--- config.mk ---
export PLATFORM = sky130hd
export DESIGN_NAME = ps2_keyboard
export DESIGN_NICKNAME = d
export VERILOG_FILES = /design/src/rtl/ps2_pkg.sv /design/src/rtl/ps2_rx_frame.sv /design/src/rtl/ps2_keyboard.sv
export SDC_FILE = /design/constraint.sdc
export NUM_CORES = 1
export LEC_CHECK = 0
export ABC_AREA = 0
export BUFFER_PORTS_ARGS = -buffer_cell sky130_fd_sc_hd__buf_2
export CORE_ASPECT_RATIO = 0.8
export CORE_MARGIN = 5
export CORE_UTILIZATION = 36
export DETAILED_ROUTE_END_ITERATION = 8
export HOLD_SLACK_MARGIN = 0.03
export PLACE_DENSITY_LB_ADDON = 0.1
export SLEW_MARGIN = 10
export SYNTH_ARGS = -nofsm -noshare
export SYNTH_HDL_FRONTEND = slang
export SYNTH_HIERARCHICAL = 1
export SYNTH_SLANG_ARGS = --single-unit
--- constraint.sdc ---
create_clock -name clock -period 2.73 [get_ports clock]
set_input_delay 0.546 -clock clock [delete_from_list [all_inputs] [get_ports clock]]
set_output_delay 0.546 -clock clock [all_outputs]
set_load 0.01 [all_outputs]
--- src/rtl/ps2_pkg.sv ---
// ps2_pkg: shared constants for the PS/2 keyboard receiver.
//   - default I/O addresses of the data and status ports
//   - status byte bit positions
//   - receive FSM state encoding
//   - odd-parity helper used by the frame receiver
`timescale 1ns/1ps
package ps2_pkg;

    localparam logic [15:0] PORT_DATA_DEF = 16'h0030;
    localparam logic [15:0] PORT_STAT_DEF = 16'h0031;

    localparam int unsigned ST_NE   = 0;
    localparam int unsigned ST_FULL = 1;
    localparam int unsigned ST_PERR = 2;
    localparam int unsigned ST_FERR = 3;
    localparam int unsigned ST_OVF  = 4;

    localparam logic [1:0] S_IDLE   = 2'd0;
    localparam logic [1:0] S_DATA   = 2'd1;
    localparam logic [1:0] S_PARITY = 2'd2;
    localparam logic [1:0] S_STOP   = 2'd3;

    // Odd parity: data bits together with the parity bit must XOR to 1.
    function automatic logic odd_parity_ok(input logic [7:0] d, input logic p);
        return ^{d, p};
    endfunction

endpackage

--- src/rtl/ps2_rx_frame.sv ---
// ps2_rx_frame: PS/2 device-to-host frame receiver.
//   clk_i, rst_i    system clock, async active-high reset
//   ps2_clk_i       raw PS/2 clock line
//   ps2_dat_i       raw PS/2 data line
//   byte_valid_o    1-cycle strobe, byte_o holds a correctly framed byte
//   byte_o          received byte
//   perr_pulse_o    1-cycle strobe, frame dropped on parity error
//   ferr_pulse_o    1-cycle strobe, frame dropped on bad stop bit or timeout
`timescale 1ns/1ps
module ps2_rx_frame
    import ps2_pkg::*;
#(
    parameter int unsigned FILTER  = 8,
    parameter int unsigned TIMEOUT = 25000
) (
    input  logic       clk_i,
    input  logic       rst_i,
    input  logic       ps2_clk_i,
    input  logic       ps2_dat_i,
    output logic       byte_valid_o,
    output logic [7:0] byte_o,
    output logic       perr_pulse_o,
    output logic       ferr_pulse_o
);

    localparam int unsigned FCW = $clog2(FILTER) + 1;
    localparam int unsigned TCW = $clog2(TIMEOUT) + 1;

    logic [1:0]     clk_sync_q;
    logic [1:0]     dat_sync_q;
    logic           filt_q, filt_d;
    logic [FCW-1:0] filt_cnt_q, filt_cnt_d;
    logic [1:0]     state_q, state_d;
    logic [2:0]     bit_cnt_q, bit_cnt_d;
    logic [7:0]     shift_q, shift_d;
    logic           par_q, par_d;
    logic [TCW-1:0] to_cnt_q, to_cnt_d;
    logic           valid_q, valid_d;
    logic           perr_q, perr_d;
    logic           ferr_q, ferr_d;
    logic           clk_s, dat_s;
    logic           sample;

    assign clk_s = clk_sync_q[1];
    assign dat_s = dat_sync_q[1];

    // Idle PS/2 lines are high, so synchronizers and filter reset to 1.
    always_ff @(posedge clk_i or posedge rst_i) begin
        if (rst_i) begin
            clk_sync_q <= 2'b11;
            dat_sync_q <= 2'b11;
        end else begin
            clk_sync_q <= {clk_sync_q[0], ps2_clk_i};
            dat_sync_q <= {dat_sync_q[0], ps2_dat_i};
        end
    end

    // The filtered level follows the synchronized clock only after it has
    // differed from the current level for FILTER consecutive cycles.
    always_comb begin
        filt_d     = filt_q;
        filt_cnt_d = '0;
        if (clk_s != filt_q) begin
            if (filt_cnt_q == FCW'(FILTER - 1)) begin
                filt_d = clk_s;
            end else begin
                filt_cnt_d = filt_cnt_q + 1'b1;
            end
        end
    end

    assign sample = filt_q & ~filt_d;

    always_comb begin
        state_d   = state_q;
        bit_cnt_d = bit_cnt_q;
        shift_d   = shift_q;
        par_d     = par_q;
        to_cnt_d  = to_cnt_q;
        valid_d   = 1'b0;
        perr_d    = 1'b0;
        ferr_d    = 1'b0;

        if (state_q == S_IDLE || sample) begin
            to_cnt_d = '0;
        end else if (to_cnt_q == TCW'(TIMEOUT - 1)) begin
            to_cnt_d = '0;
            state_d  = S_IDLE;
            ferr_d   = 1'b1;
        end else begin
            to_cnt_d = to_cnt_q + 1'b1;
        end

        if (sample) begin
            case (state_q)
                S_IDLE: begin
                    if (!dat_s) begin
                        state_d   = S_DATA;
                        bit_cnt_d = '0;
                    end
                end
                S_DATA: begin
                    shift_d   = {dat_s, shift_q[7:1]};
                    bit_cnt_d = bit_cnt_q + 1'b1;
                    if (bit_cnt_q == 3'd7) begin
                        state_d = S_PARITY;
                    end
                end
                S_PARITY: begin
                    par_d   = dat_s;
                    state_d = S_STOP;
                end
                default: begin
                    if (!dat_s) begin
                        ferr_d = 1'b1;
                    end else if (odd_parity_ok(shift_q, par_q)) begin
                        valid_d = 1'b1;
                    end else begin
                        perr_d = 1'b1;
                    end
                    state_d = S_IDLE;
                end
            endcase
        end
    end

    always_ff @(posedge clk_i or posedge rst_i) begin
        if (rst_i) begin
            filt_q     <= 1'b1;
            filt_cnt_q <= '0;
            state_q    <= S_IDLE;
            bit_cnt_q  <= '0;
            shift_q    <= '0;
            par_q      <= 1'b0;
            to_cnt_q   <= '0;
            valid_q    <= 1'b0;
            perr_q     <= 1'b0;
            ferr_q     <= 1'b0;
        end else begin
            filt_q     <= filt_d;
            filt_cnt_q <= filt_cnt_d;
            state_q    <= state_d;
            bit_cnt_q  <= bit_cnt_d;
            shift_q    <= shift_d;
            par_q      <= par_d;
            to_cnt_q   <= to_cnt_d;
            valid_q    <= valid_d;
            perr_q     <= perr_d;
            ferr_q     <= ferr_d;
        end
    end

    // shift_q is frozen once back in IDLE, so it still holds the byte
    // while the registered strobe is high.
    assign byte_valid_o = valid_q;
    assign byte_o       = shift_q;
    assign perr_pulse_o = perr_q;
    assign ferr_pulse_o = ferr_q;

endmodule

--- src/rtl/ps2_keyboard.sv ---
// ps2_keyboard: PS/2 keyboard receiver with a scan-code FIFO on two CPU
// I/O ports.
//   clock, reset  system clock, async active-high reset
//   ps2_clk/dat   raw PS/2 lines (inputs only)
//   address       CPU data address
//   wren, data_w  CPU write strobe and data
//   data_r        read data (FIFO head or status), 0 when not addressed
//   hit           address decodes to one of the two ports
//   irq           registered FIFO-not-empty
`timescale 1ns/1ps
module ps2_keyboard
    import ps2_pkg::*;
#(
    parameter logic [15:0] PORT_DATA  = PORT_DATA_DEF,
    parameter logic [15:0] PORT_STAT  = PORT_STAT_DEF,
    parameter int unsigned DEPTH_LOG2 = 3,
    parameter int unsigned FILTER     = 8,
    parameter int unsigned TIMEOUT    = 25000
) (
    input  logic        clock,
    input  logic        reset,
    input  logic        ps2_clk,
    input  logic        ps2_dat,
    input  logic [15:0] address,
    input  logic        wren,
    input  logic [7:0]  data_w,
    output logic [7:0]  data_r,
    output logic        hit,
    output logic        irq
);

    localparam int unsigned DEPTH = 2 ** DEPTH_LOG2;
    localparam logic [DEPTH_LOG2:0] FULL_CNT = {1'b1, {DEPTH_LOG2{1'b0}}};

    logic                  rx_valid;
    logic [7:0]            rx_byte;
    logic                  rx_perr;
    logic                  rx_ferr;

    logic [7:0]            mem_q [DEPTH];
    logic [DEPTH_LOG2-1:0] wr_ptr_q, wr_ptr_d;
    logic [DEPTH_LOG2-1:0] rd_ptr_q, rd_ptr_d;
    logic [DEPTH_LOG2:0]   count_q, count_d;
    logic                  perr_q, perr_d;
    logic                  ferr_q, ferr_d;
    logic                  ovf_q, ovf_d;
    logic                  irq_q;

    logic                  sel_data, sel_stat;
    logic                  empty, full;
    logic                  pop, push;
    logic [7:0]            status;
    logic                  unused_data_w;

    ps2_rx_frame #(
        .FILTER  (FILTER),
        .TIMEOUT (TIMEOUT)
    ) u_rx (
        .clk_i        (clock),
        .rst_i        (reset),
        .ps2_clk_i    (ps2_clk),
        .ps2_dat_i    (ps2_dat),
        .byte_valid_o (rx_valid),
        .byte_o       (rx_byte),
        .perr_pulse_o (rx_perr),
        .ferr_pulse_o (rx_ferr)
    );

    assign sel_data = (address == PORT_DATA);
    assign sel_stat = (address == PORT_STAT);
    assign hit      = sel_data | sel_stat;

    assign empty = (count_q == '0);
    assign full  = (count_q == FULL_CNT);

    // A pop frees the slot in the same cycle, so push-while-full is only
    // an overflow when no pop accompanies it.
    assign pop  = wren & sel_data & ~empty;
    assign push = rx_valid & (~full | pop);

    always_comb begin
        wr_ptr_d = wr_ptr_q;
        rd_ptr_d = rd_ptr_q;
        count_d  = count_q;
        if (push) begin
            wr_ptr_d = wr_ptr_q + 1'b1;
        end
        if (pop) begin
            rd_ptr_d = rd_ptr_q + 1'b1;
        end
        if (push && !pop) begin
            count_d = count_q + 1'b1;
        end else if (pop && !push) begin
            count_d = count_q - 1'b1;
        end
    end

    // Sticky bits: write-1-to-clear, with a same-cycle set taking priority.
    always_comb begin
        perr_d = perr_q;
        ferr_d = ferr_q;
        ovf_d  = ovf_q;
        if (wren && sel_stat) begin
            if (data_w[ST_PERR]) perr_d = 1'b0;
            if (data_w[ST_FERR]) ferr_d = 1'b0;
            if (data_w[ST_OVF])  ovf_d  = 1'b0;
        end
        if (rx_perr) perr_d = 1'b1;
        if (rx_ferr) ferr_d = 1'b1;
        if (rx_valid && full && !pop) ovf_d = 1'b1;
    end

    always_ff @(posedge clock or posedge reset) begin
        if (reset) begin
            wr_ptr_q <= '0;
            rd_ptr_q <= '0;
            count_q  <= '0;
            perr_q   <= 1'b0;
            ferr_q   <= 1'b0;
            ovf_q    <= 1'b0;
            irq_q    <= 1'b0;
        end else begin
            wr_ptr_q <= wr_ptr_d;
            rd_ptr_q <= rd_ptr_d;
            count_q  <= count_d;
            perr_q   <= perr_d;
            ferr_q   <= ferr_d;
            ovf_q    <= ovf_d;
            irq_q    <= (count_d != '0);
        end
    end

    // Storage needs no reset: only slots between the pointers are ever read.
    always_ff @(posedge clock) begin
        if (push) begin
            mem_q[wr_ptr_q] <= rx_byte;
        end
    end

    always_comb begin
        status          = '0;
        status[ST_NE]   = ~empty;
        status[ST_FULL] = full;
        status[ST_PERR] = perr_q;
        status[ST_FERR] = ferr_q;
        status[ST_OVF]  = ovf_q;
    end

    always_comb begin
        data_r = '0;
        if (sel_data) begin
            data_r = empty ? 8'h00 : mem_q[rd_ptr_q];
        end else if (sel_stat) begin
            data_r = status;
        end
    end

    assign irq = irq_q;

    assign unused_data_w = ^{data_w[7:5], data_w[1:0]};

endmodule

* Word level (Yosys, flattened, before mapping)
Memories as Yosys holds them, arrays and structs flattened.
Cells that the tools add are included.
** Cells by class
- Equal/unequal tests :: 10
- Add/sub/neg operators :: 7
- Reductions and logical operators :: 26
- Muxes and demuxes :: 43
- Bitwise operators :: 9
** Operators with widths (number)
- $eq 16x6->1 const B :: 2
- $mux 16 :: 2
- $mux 1 :: 26
- $add 16x1->16 const B :: 1
- $eq 16x15->1 const B :: 1
- $mux 4 :: 4
- $mux 8 :: 2
- $reduce_bool 2->1 :: 7
- $mux 2 :: 5
- $reduce_and 2->1 :: 5
- $add 3x1->3 const B :: 3
- $reduce_xor 9->1 :: 1
- $add 4x1->4 const B :: 2
- $pmux 2 s3 :: 1
- $pmux 3 s2 :: 1
- $logic_and 1x1->1 :: 5
- $mux 5 :: 1
- $and 1x1->1 :: 4
- $eq 4x3->1 const B :: 1
- $eq 4x4->1 const B :: 1
- $logic_not 4->1 :: 1
- $reduce_bool 4->1 :: 1
- $sub 4x1->4 const B :: 1
- $eq 3x3->1 const B :: 1
- other kinds (12) :: 16
** Storage, ports and cells
- Register bits after elaboration :: 56
- Bits in writable memories :: 64
- Memories kept :: 1
- Input bits :: 29
** Memories
- mem_q :: words 8, width 8, rd ports 1, clocked after memory_dff 0, wr ports 1, RTL line ps2_keyboard.sv:40 : logic [7:0] mem_q [DEPTH];

* Longest topological paths before layout
- Depth after elaboration :: 10
- Mapped depth :: 8
- Gate-level depth less buffers :: 8

* Hierarchy
Netlist, hierarchy kept.
** Modules (own cells, without submodules)
- ps2_keyboard :: area each 3400.8 µm², times used 1, cells each 202
- ps2_rx_frame :: area each 1936.9 µm², times used 1, cells each 165

* Worst setup path before layout
Ideal clock, no wire load.
- Path type :: flip-flop to flip-flop
- Start :: register count_q[0]
- End :: memory mem_q[0][0], enable pin
- Cell stages (with the launch flop) :: 8
- Path slack :: -0.125 ns
- Arrival time :: 2.460 ns
- Clock period less this slack :: 2.855 ns
- Required time :: 2.335 ns
- Cells stage by stage :: dfrtp_1 -> inv_1 -> ha_1 -> nor3b_2 -> or3b_4 -> nor2_4 -> o21ai_1 -> nor4_1
** On the way
- Cells in the longest elaborated chain, start to end :: 7
- Elaborated cells between the ends (all ways) :: 9
** RTL lines
- start: declaration :: RTL line ps2_keyboard.sv:43 : logic [DEPTH_LOG2:0] count_q, count_d;
- start signal: assignment :: RTL line ps2_keyboard.sv:125 : count_q <= count_d;
- $logic_not 4->1 :: RTL line ps2_keyboard.sv:73 : assign empty = (count_q == '0);
- $not 1->1 :: RTL line ps2_keyboard.sv:78 : assign pop = wren & sel_data & ~empty;
- $and 1x1->1 :: RTL line ps2_keyboard.sv:78
- $or 1x1->1 (*) :: RTL line ps2_keyboard.sv:79 : assign push = rx_valid & (~full | pop);
- $and 1x1->1 (*) :: RTL line ps2_keyboard.sv:79
- $mux 1 (*) :: RTL line ps2_keyboard.sv:135 : if (push) begin
- $mux 1 (implied by the code) (*) :: RTL line ps2_keyboard.sv:136 : mem_q[wr_ptr_q] <= rx_byte;
- end: declaration :: RTL line ps2_keyboard.sv:40
Every way passes the cells marked *; elsewhere a longest branch is shown, timed or not.

* Worst setup path in the final report
- Start :: input port address[10]
- End :: output port data_r[1]
** On the way
- Cells in the longest elaborated chain, start to end :: 3
- Elaborated cells between the ends (all ways) :: 4
** RTL lines
- start: declaration :: RTL line ps2_keyboard.sv:24 : input logic [15:0] address,
- $eq 16x6->1 :: RTL line ps2_keyboard.sv:70 : assign sel_stat = (address == PORT_STAT);
- $mux 5 :: RTL line ps2_keyboard.sv:153 : end else if (sel_stat) begin
- $mux 8 (*) :: RTL line ps2_keyboard.sv:151 : if (sel_data) begin
- end: declaration :: RTL line ps2_keyboard.sv:27 : output logic [7:0] data_r,
Marked as above.

==> impl_metrics.ini <==
[clock_tree]
cts_buffers = 17
clock_sinks = 120
root_buffer = sky130_fd_sc_hd__clkbuf_16
number_of_buffers_added_for_setup_after_cts = 0
htree_levels = 4
longest_clk_path_bufs = 2
worstSkewPairLatency_ns = 0.40
cts.reportedPaths.clkPinSlew_ns = 0.05
cts_tree = yes

[pwr]
leakage_nw = 2.52
cellPowerDensity_nw_per_um2 = 660
post_route_total_power_mw = 4.21
irDropWorstVdd_mv = 0.451

[final_layout]
layout.cells.most_common_list = sky130_fd_sc_hd__edfxtp_1, sky130_fd_sc_hd__dfrtp_1, sky130_fd_sc_hd__buf_2
flow.area_growth_from_synthesis_pct = 19.6
ff_latch_area_um2 = 3330
finalInstanceArea_um2 = 6380
most_common_cell_after_layout_fill_and_taps_aside = sky130_fd_sc_hd__edfxtp_1
design.final.nets = 461
fillers = 1309
final_layout_size_suffix_gt1_frac = 0.303
insertedDiodeCount = 0
multiInputGateArea_um2 = 1910

[setup_path]
crit_arrival_ns = 2.04
category_of_the_worst_setup_path_capture_point = output port
worstReg2RegEnd = mem_q[4][3]$_DFFE_PP_
regToRegSetupSlack_ns = 0.25
reg2regPathDepth = 9
cp_data_required_time_ns = 2.18
start_kind = input port
worst-path-max-fanout = 7
endpoint = data_r[1]
critical_path.startpoint = address[10]
critical_path.reg2reg.startpoint = count_q[0]$_DFF_PP0_
timing.setup.critical_path_class = input port to output port

[yosys]
netlist.top_cell.by_area = sky130_fd_sc_hd__edfxtp_1
synth.cell_area_um2 = 5340
average_instance_area_after_synthesis_um2 = 14.5
syn_nets = 404
synth_flop_cell = sky130_fd_sc_hd__edfxtp_1
syn-instance-count = 367
synth_async_sr_flop_share = 0.467
synth.top_cells.by_area = sky130_fd_sc_hd__edfxtp_1, sky130_fd_sc_hd__dfrtp_1, sky130_fd_sc_hd__mux4_2
synth.distinct_cells = 62
sequential_fraction_of_the_synthesis_area = 0.624
ys_seq_elements = 120
synth_warn = 6
synth_edf_count = 64
synth_top_area_share = 0.360

[global_routing]
largest_net_degree_at_the_start_of_global_routing = 29
overflow = 0
global_route_wire_length_before_repair_um = 17200
grt.total_usage = 0.128
vias_in_the_first_global_route = 3193
number_of_antenna_violations_at_the_first_check_in_global_routing = 0

[timing]
timing.slew.headroom = 0.362
clock.fmax_mhz = 386
worst_margin_pin_slew_ns = 0.951
skew_ns = 0.00799
final.min_clock_period_ns = 2.59
grt_setup_unrepaired = false
final_max_slew_viol_count = 0
final_min_period_over_clock_period = 0.949
fin_worst_hold_slack_ns = 0.207
timing.final.hold_violations = 0
finalSetupViolCount = 0
setup_total_negative_slack_ns = 0

[flow_run]
max_cap_viol_count = 0

[die]
io-pin-count = 39
fp.coreArea_um2 = 14400
floorplan.die.height_um = 119
start_util = 0.371
chipWidth_um = 146
row_count = 39
floorplan.die_area_um2 = 17400

[drt]
post_drt_via_cell_ratio = 5.00
detail_route.wl_per_cell_um = 16.7
post-route-drc-count = 0
vias = 3099
drtPass1Iterations = 4
antenna_violating_nets_left = 0
drt_first_iter_violations = 186
routed_wirelength_um = 10300

[placement]
placed_cell_areas_um2 = 5800
place_congestion = 0.750
place_hpwl_um = 7170
buffer_ports.inserted = 33

[min_path]
min_path_type = input port to async pin

[outcome]
status = completed
[cells by family after synthesis]
family,share of synthesized area
xor gates and xnor gates,0.0452
AOI/OAI and AO/OA,0.0455
adders and majority gates,0.0188
and+or+nand+nor,0.137
DFF,0.624
buffers and inverters,0.0218
muxes,0.108
[worst min path at each step]
stage,from,endpoint,slack (ns),depth (start not counted)
after floorplan,u_rx/clk_sync_q[0]$_DFF_PP1_,u_rx/clk_sync_q[1]$_DFF_PP1_,0.35,0
after CTS,reset,wr_ptr_q[0]$_DFFE_PP0P_,0.21,2
final,reset,wr_ptr_q[0]$_DFFE_PP0P_,0.21,2
after global placement,u_rx/dat_sync_q[0]$_DFF_PP1_,u_rx/dat_sync_q[1]$_DFF_PP1_,0.35,0
after detailed placement,u_rx/clk_sync_q[0]$_DFF_PP1_,u_rx/clk_sync_q[1]$_DFF_PP1_,0.35,0
after global routing,ps2_dat,u_rx/dat_sync_q[0]$_DFF_PP1_,0.22,1
[metal layers]
layer	global-route usage	wire length, um	up-vias	share of wire
li1	-	-	1495	-
met1	0.174	5080	1551	0.49
met2	0.195	4740	47	0.46
met3	0.0429	445	6	0.043
met4	0.0441	82	0	0.0079
met5	0	0	-	0
[repair_timing]
item / in CTS / in global routing
resized for setup: 1 / 6
setup endpoints to repair: 1 / 8
hold buffers: 0 / 0
pin swaps: 0 / 0
[area by class of cell]
class | count | area share
Clock buffer | 21 | 0.0690
Clock inverter | 10 | 0.0202
Inverter | 11 | 0.00725
Timing Repair Buffer | 50 | 0.0465
Multi-Input combinational cell | 224 | 0.299
Sequential cell | 120 | 0.522
Tap cell | 184 | 0.0361
[through the flow]
step,std cells,setup WS (ns),utilization
2_1_floorplan,367,0.00904,-
3_3_place_gp,589,0.0582,0.403
3_5_place_dp,589,0.0541,0.403
4_1_cts,620,0.0256,0.443
5_1_grt,620,0.0238,0.443
6_report,620,0.141,0.443
[Yosys cell counts (all sizes together) (3+ instances only)]
cell type and instances:
mux2i 8, xnor2 18, o22ai 3, nor3 8, mux2 12, or3 5
xor2 7, and3 4, a21oi 8, inv 10, clkbuf 6, o21ai 10
nor4 7, mux4 16, nand2 20, nand4 8, dfstp 5, ha 8
nor3b 4, dfrtp 51, edfxtp 64, buf 6, nor2 28, a21o 3
nand3 13, nor2b 3, a22o 3, or4 3
[state kept, by name, summed over array words and instances, names as in the netlist, 3 cells and up]
register / flops
count_q: 4
mem_q: 64
rd_ptr_q: 3
u_rx/filt_cnt_q: 4
u_rx/bit_cnt_q: 3
wr_ptr_q: 3
u_rx/byte_o: 8
u_rx/to_cnt_q: 16
[power by group]
part	switching (mW)	leakage [nW]	internal, mW
Clock	0.736	0.274	1.42
Combinational	0.0589	0.834	0.0507
Sequential	0.0194	1.41	1.93
Total	0.814	2.52	3.40
[critical path: stages]
cell                       delay, ns
sky130_fd_sc_hd__buf_2          0.11
sky130_fd_sc_hd__nor4b_4        0.35
sky130_fd_sc_hd__nand4_4        0.13
sky130_fd_sc_hd__buf_4          0.18
sky130_fd_sc_hd__clkinv_4       0.06
sky130_fd_sc_hd__and2_1         0.26
sky130_fd_sc_hd__inv_1          0.07
sky130_fd_sc_hd__o22ai_1        0.17
sky130_fd_sc_hd__buf_2          0.16
Power figures use the tool's default switching activity.
